==> src/rtl/seven_seg_pkg.sv <==
// Shared definitions for the 4-digit seven-segment scan path.
// Anode codes are active low; index 0 is the rightmost digit.
package seven_seg_pkg;

    localparam int NUM_DIGITS = 4;

    localparam logic [3:0] AN_OFF = 4'b1111;
    localparam logic [NUM_DIGITS-1:0][3:0] AN_SEL = {4'b0111, 4'b1011, 4'b1101, 4'b1110};

    typedef enum logic [1:0] {
        SCAN_BLANK,
        SCAN_ON,
        SCAN_OFF
    } scan_state_e;

    typedef enum logic {
        REQ_A,
        REQ_B
    } req_e;

    function automatic logic [3:0] an_for_digit(input logic [1:0] idx, input logic en);
        return en ? AN_SEL[idx] : AN_OFF;
    endfunction

endpackage

==> src/rtl/seven_seg_scan_ctrl_rr_arb2.sv <==
// Two-way round-robin arbiter: a lone requester always wins, a tie goes to
// whichever requester was not granted last. Bit 0 is requester A, bit 1 is B.
module rr_arb2
    import seven_seg_pkg::*;
(
    input  logic       i_clk,
    input  logic       i_rst,
    input  logic [1:0] i_valid,
    output logic [1:0] o_grant
);

    req_e r_last_grant;

    always_comb begin
        o_grant = 2'b00;
        if (!i_rst) begin
            case (i_valid)
                2'b01:   o_grant = 2'b01;
                2'b10:   o_grant = 2'b10;
                2'b11:   o_grant = (r_last_grant == REQ_B) ? 2'b01 : 2'b10;
                default: o_grant = 2'b00;
            endcase
        end
    end

    // Resetting to B makes the first tie after reset go to A.
    always_ff @(posedge i_clk) begin
        if (i_rst) begin
            r_last_grant <= REQ_B;
        end else if (o_grant[0]) begin
            r_last_grant <= REQ_A;
        end else if (o_grant[1]) begin
            r_last_grant <= REQ_B;
        end
    end

endmodule

==> src/rtl/seven_seg_scan_ctrl.sv <==
// Scan controller for the 4-digit seven-segment display: owns the digit file,
// arbitrates two writers, and drives anodes with a blanking gap and PWM window.
module seven_seg_scan_ctrl
    import seven_seg_pkg::*;
#(
    parameter int TICK_DIV  = 50_000,
    parameter int BLANK_CYC = 16
) (
    input  logic       i_clk,
    input  logic       i_rst,
    input  logic       i_a_valid,
    output logic       o_a_ready,
    input  logic [1:0] i_a_digit,
    input  logic [3:0] i_a_data,
    input  logic       i_b_valid,
    output logic       o_b_ready,
    input  logic [1:0] i_b_digit,
    input  logic [3:0] i_b_data,
    input  logic [3:0] i_dig_en,
    input  logic [2:0] i_bright,
    output logic [3:0] o_an,
    output logic [3:0] o_mux_out,
    output logic       o_frame_tick
);

    localparam int CNT_W = $clog2(TICK_DIV);
    localparam int STEP  = (TICK_DIV - BLANK_CYC) >> 3;

    localparam logic [CNT_W-1:0] CNT_LAST   = CNT_W'(TICK_DIV - 1);
    localparam logic [CNT_W-1:0] BLANK_LAST = CNT_W'(BLANK_CYC - 1);
    localparam logic [CNT_W-1:0] STEP_C     = CNT_W'(STEP);

    if (TICK_DIV < BLANK_CYC + 8 || BLANK_CYC < 1) begin : g_param_check
        $error("seven_seg_scan_ctrl: need BLANK_CYC >= 1 and TICK_DIV >= BLANK_CYC + 8");
    end

    logic [1:0]       w_grant;
    logic [3:0]       r_regs [NUM_DIGITS];
    logic [CNT_W-1:0] r_cnt;
    logic [1:0]       r_s;
    logic [2:0]       r_bright_q;
    logic [3:0]       r_en_q;
    logic [3:0]       r_an;
    logic [3:0]       r_mux_out;
    logic             r_frame_tick;
    logic             w_wrap;
    logic [CNT_W-1:0] w_on_last;
    logic [3:0]       w_an_next;
    scan_state_e      r_state;
    scan_state_e      w_state_next;

    rr_arb2 u_arb (
        .i_clk   (i_clk),
        .i_rst   (i_rst),
        .i_valid ({i_b_valid, i_a_valid}),
        .o_grant (w_grant)
    );

    assign o_a_ready    = w_grant[0];
    assign o_b_ready    = w_grant[1];
    assign o_an         = r_an;
    assign o_mux_out    = r_mux_out;
    assign o_frame_tick = r_frame_tick;

    // NOTE: this tiny file is reset so the display comes up showing 0 on every digit.
    always_ff @(posedge i_clk) begin
        if (i_rst) begin
            for (int i = 0; i < NUM_DIGITS; i++) begin
                r_regs[i] <= '0;
            end
        end else if (w_grant[0]) begin
            r_regs[i_a_digit] <= i_a_data;
        end else if (w_grant[1]) begin
            r_regs[i_b_digit] <= i_b_data;
        end
    end

    assign w_wrap = (r_cnt == CNT_LAST);

    // Slot parameters are captured at cnt==0 so mid-slot changes never tear a slot.
    always_ff @(posedge i_clk) begin
        if (i_rst) begin
            r_cnt        <= '0;
            r_s          <= '0;
            r_frame_tick <= 1'b0;
            r_bright_q   <= '0;
            r_en_q       <= '0;
            r_mux_out    <= '0;
        end else begin
            r_frame_tick <= w_wrap && (r_s == 2'd3);
            if (w_wrap) begin
                r_cnt <= '0;
                r_s   <= r_s + 2'd1;
            end else begin
                r_cnt <= r_cnt + CNT_W'(1);
            end
            if (r_cnt == '0) begin
                r_bright_q <= i_bright;
                r_en_q     <= i_dig_en;
                r_mux_out  <= r_regs[r_s];
            end
        end
    end

    assign w_on_last = BLANK_LAST + STEP_C * (CNT_W'(r_bright_q) + CNT_W'(1));

    // NOTE: sequential state uses non-blocking assignments so every register samples pre-edge values.
    always_ff @(posedge i_clk) begin
        if (i_rst) begin
            r_state <= SCAN_BLANK;
        end else begin
            r_state <= w_state_next;
        end
    end

    // NOTE: the default assignment first keeps this combinational block latch-free.
    always_comb begin
        w_state_next = r_state;
        if (w_wrap) begin
            w_state_next = SCAN_BLANK;
        end else begin
            case (r_state)
                SCAN_BLANK: if (r_cnt == BLANK_LAST) w_state_next = SCAN_ON;
                SCAN_ON:    if (r_cnt == w_on_last)  w_state_next = SCAN_OFF;
                SCAN_OFF:   w_state_next = SCAN_OFF;
                default:    w_state_next = SCAN_BLANK;
            endcase
        end
    end

    always_comb begin
        w_an_next = AN_OFF;
        if (r_state == SCAN_ON) begin
            w_an_next = an_for_digit(r_s, r_en_q[r_s]);
        end
    end

    always_ff @(posedge i_clk) begin
        if (i_rst) begin
            r_an <= AN_OFF;
        end else begin
            r_an <= w_an_next;
        end
    end

endmodule
==> config.mk <==
export PLATFORM = sky130hd
export DESIGN_NAME = seven_seg_scan_ctrl
export DESIGN_NICKNAME = d
export VERILOG_FILES = /design/src/rtl/seven_seg_pkg.sv /design/src/rtl/seven_seg_scan_ctrl_rr_arb2.sv /design/src/rtl/seven_seg_scan_ctrl.sv
export SDC_FILE = /design/constraint.sdc
export NUM_CORES = 1
export LEC_CHECK = 0
export BUFFER_PORTS_ARGS = -buffer_cell sky130_fd_sc_hd__buf_2
export CORE_MARGIN = 2
export CORE_UTILIZATION = 40
export CTS_BUF_LIST = sky130_fd_sc_hd__clkbuf_16
export CTS_CLUSTER_SIZE = 10
export DETAILED_ROUTE_END_ITERATION = 10
export GPL_TIMING_DRIVEN = 1
export PLACE_DENSITY = 0.65
export RECOVER_POWER = 25
export REMOVE_ABC_BUFFERS = 1
export SETUP_SLACK_MARGIN = 0.15
export SYNTH_ARGS = -nofsm -noshare
export SYNTH_HDL_FRONTEND = slang
export SYNTH_SLANG_ARGS = --single-unit
==> constraint.sdc <==
create_clock -name i_clk -period 5.9 [get_ports i_clk]
set_input_delay 0.885 -clock i_clk [delete_from_list [all_inputs] [get_ports i_clk]]
set_output_delay 0.885 -clock i_clk [all_outputs]
set_load 0.05 [all_outputs]
==> results.tsv <==
metric	value	unit
status	complete, no violations	
synth_cell_types	54	
drtIter0Drc	127	
cp.required	6.09	ns
final.setup.tns	0	ns
period_share	70.2	%
timing.rr.end	r_state[1]	
ys_warn_count	0	
rows	32	
start_util	41.0	%
power.density	267	nW/um2
cts.sink_count	53	
dr.pass1.iters	4	
max_freq	241	MHz
r2r_slack	1.76	ns
first_global_vias	2426	
worstSetupPathType	reg -> reg	
cts-root-buf	clkbuf_16	
drtAntennaViolNets	0	
ir_drop	117	uV
syn_inst	339	
crit_path_end_kind	flip-flop	
worstPathMaxFanout	9	
nets	410	
maxSlewViolCount	0	
cts-buffers-inserted	5	
cp-endpoint	r_state[1]	
skew	0.00697	ns
die_x	92.8	um
cts_hold_buf	0	
area_delta_synth_final	13.2	%
p_leak	1.48	nW
clk_pin_slew_worst_paths	0.07	ns
netlist_area	3150	um2
final_core_util	46.4	%
vias	2475	
track_usage	16.0	%
cts_setup_buffers	0	
setup-violations-final	0	
die_height	92.8	um
final_cells	469	
synth-edff-count	16	
gp_congestion	0.843	
period_minus_slack	4.14	ns
min_path_type	reg -> reg	
cts_tree	yes	
viasPerCell	5.28	
place.detailed.hpwl	4910	um
drt_wl_total	6550	um
die_area	8610	um2
tightest_slew	1.10	ns
final_area	3570	um2
port_buffers	33	
hold_violations	0	
dp.cells	461	
timing.final.ws_setup	1.76	ns
p_total	0.952	mW
post_cts_resized	0	
h-tree-depth	2	
synth_top_cell_by_area	dfxtp_1	
yosysSeqAreaShare	38.7	%
route.detailed.drc	0	
dp_slack	1.80	ns
slew_headroom	26.3	%
grt_pass1_wl	11100	um
placed_area	3390	um2
drive_above_1_share	12.0	%
fin_hold_ws	0.466	ns
grt_antenna_before_repair	0	
insertion_delay	0.29	ns
grt_max_degree	25	
ys_ff_latch	53	
rsz0062_at_grt	no	
syn_area_per_cell	9.30	um2
num_antenna_cells	0	
worstPathArrival	4.33	ns
yosysMostFrequentCell	nor2_1	
synthTopCellsByArea	dfxtp_1, edfxtp_1, ha_1	
overflow	0	
synth_ff_type	dfxtp_1	
ys_async_sr_fraction	0	%
cts_buffer_depth	2	
worst_r2r_startpoint	r_bright_q[0]	
synth_top_cell_area_share	23.5	%
post_drt_wl_per_cell	14.0	um
setup.worst_path.start	r_bright_q[0]	
ios	34	
core	7690	um2
r2r_cells	14	
drv_cap	0	
netlist_top_cells_count	nor2_1, dfxtp_1, nand2_1, inv_1, ha_1	
start_kind	flip-flop	
==> worst max-delay path, cell delays in order, from the launching register on <==
cell,delay [ns]
dfxtp_1,0.48
inv_1,0.15
ha_1,0.40
xnor2_1,0.16
ha_1,0.27
ha_1,0.23
ha_1,0.32
nand2_1,0.08
nor3_1,0.50
xnor3_1,0.37
o31ai_1,0.10
or4b_1,0.58
nand3_1,0.14
a311o_1,0.18
o21ai_1,0.06
==> final cells by class <==
class | instances | area [um2]
fillers | 750 | 4120
multi-input cells | 251 | 1790
flip-flops and latches | 53 | 1220
repair buffers | 33 | 153
well taps | 102 | 128
clock buffers | 5 | 125
inverters | 22 | 82.6
clock inverters | 3 | 68.8
==> worst min-delay path by stage <==
stage	startpoint	endpoint	slack [ns]	depth (start not counted)
2_1_floorplan	r_cnt[0]	r_cnt[0]	0.43	1
3_3_place_gp	r_cnt[0]	r_cnt[0]	0.45	1
3_5_place_dp	r_cnt[0]	r_cnt[0]	0.46	1
4_1_cts	r_cnt[0]	r_cnt[0]	0.48	1
5_1_grt	r_cnt[0]	r_cnt[0]	0.50	1
6_report	r_cnt[0]	r_cnt[0]	0.47	1
==> report_power, final <==
part           switching (mW)  total [mW]  internal [mW]
clock                   0.135       0.379          0.245
combinational           0.102       0.170         0.0680
sequential             0.0105       0.404          0.393
total                   0.247       0.952          0.706
==> registers in the layout (all words and copies together), names as in the netlist <==
name / count
u_arb.r_last_grant: 1
o_frame_tick: 1
r_cnt: 16
r_regs: 16
o_an: 4
r_state: 2
r_s: 2
r_bright_q: 3
o_mux_out: 4
r_en_q: 4
==> per-layer routing <==
layer | track usage [%] | part of all wire (%) | routed length (um) | vias up
met3 | 2.60 | 4.8 | 313 | 18
met5 | 0 | 0 | 0 | -
met2 | 26.8 | 48 | 3130 | 61
met4 | 5.51 | 2.0 | 132 | 0
met1 | 21.1 | 45 | 2970 | 1162
li1 | - | - | - | 1234
==> cell usage in the layout (no fill, tap or decap), types with 14 or more instances in the layout <==
cell      instances
nor2_1           52
dfxtp_1          37
nand2_1          25
buf_2            23
inv_1            22
ha_1             21
xor2_1           16
edfxtp_1         16
nand3_1          14
xnor2_1          14
==> cells by family (layout without fill, tap and decap cells) <==
family                     Yosys count  in the layout  share of synthesized area (%)
adders and majority gates           21             21                           8.34
muxes                               18             18                           7.34
AOI/OAI and AO/OA                   42             42                           9.81
buffers and inverters               35             63                           4.45
xor gates and xnor gates            32             32                           9.81
DFF                                 53             53                           38.7
and+or+nand+nor                    138            138                           21.5
No activity file was read; power rests on OpenSTA's default activity.
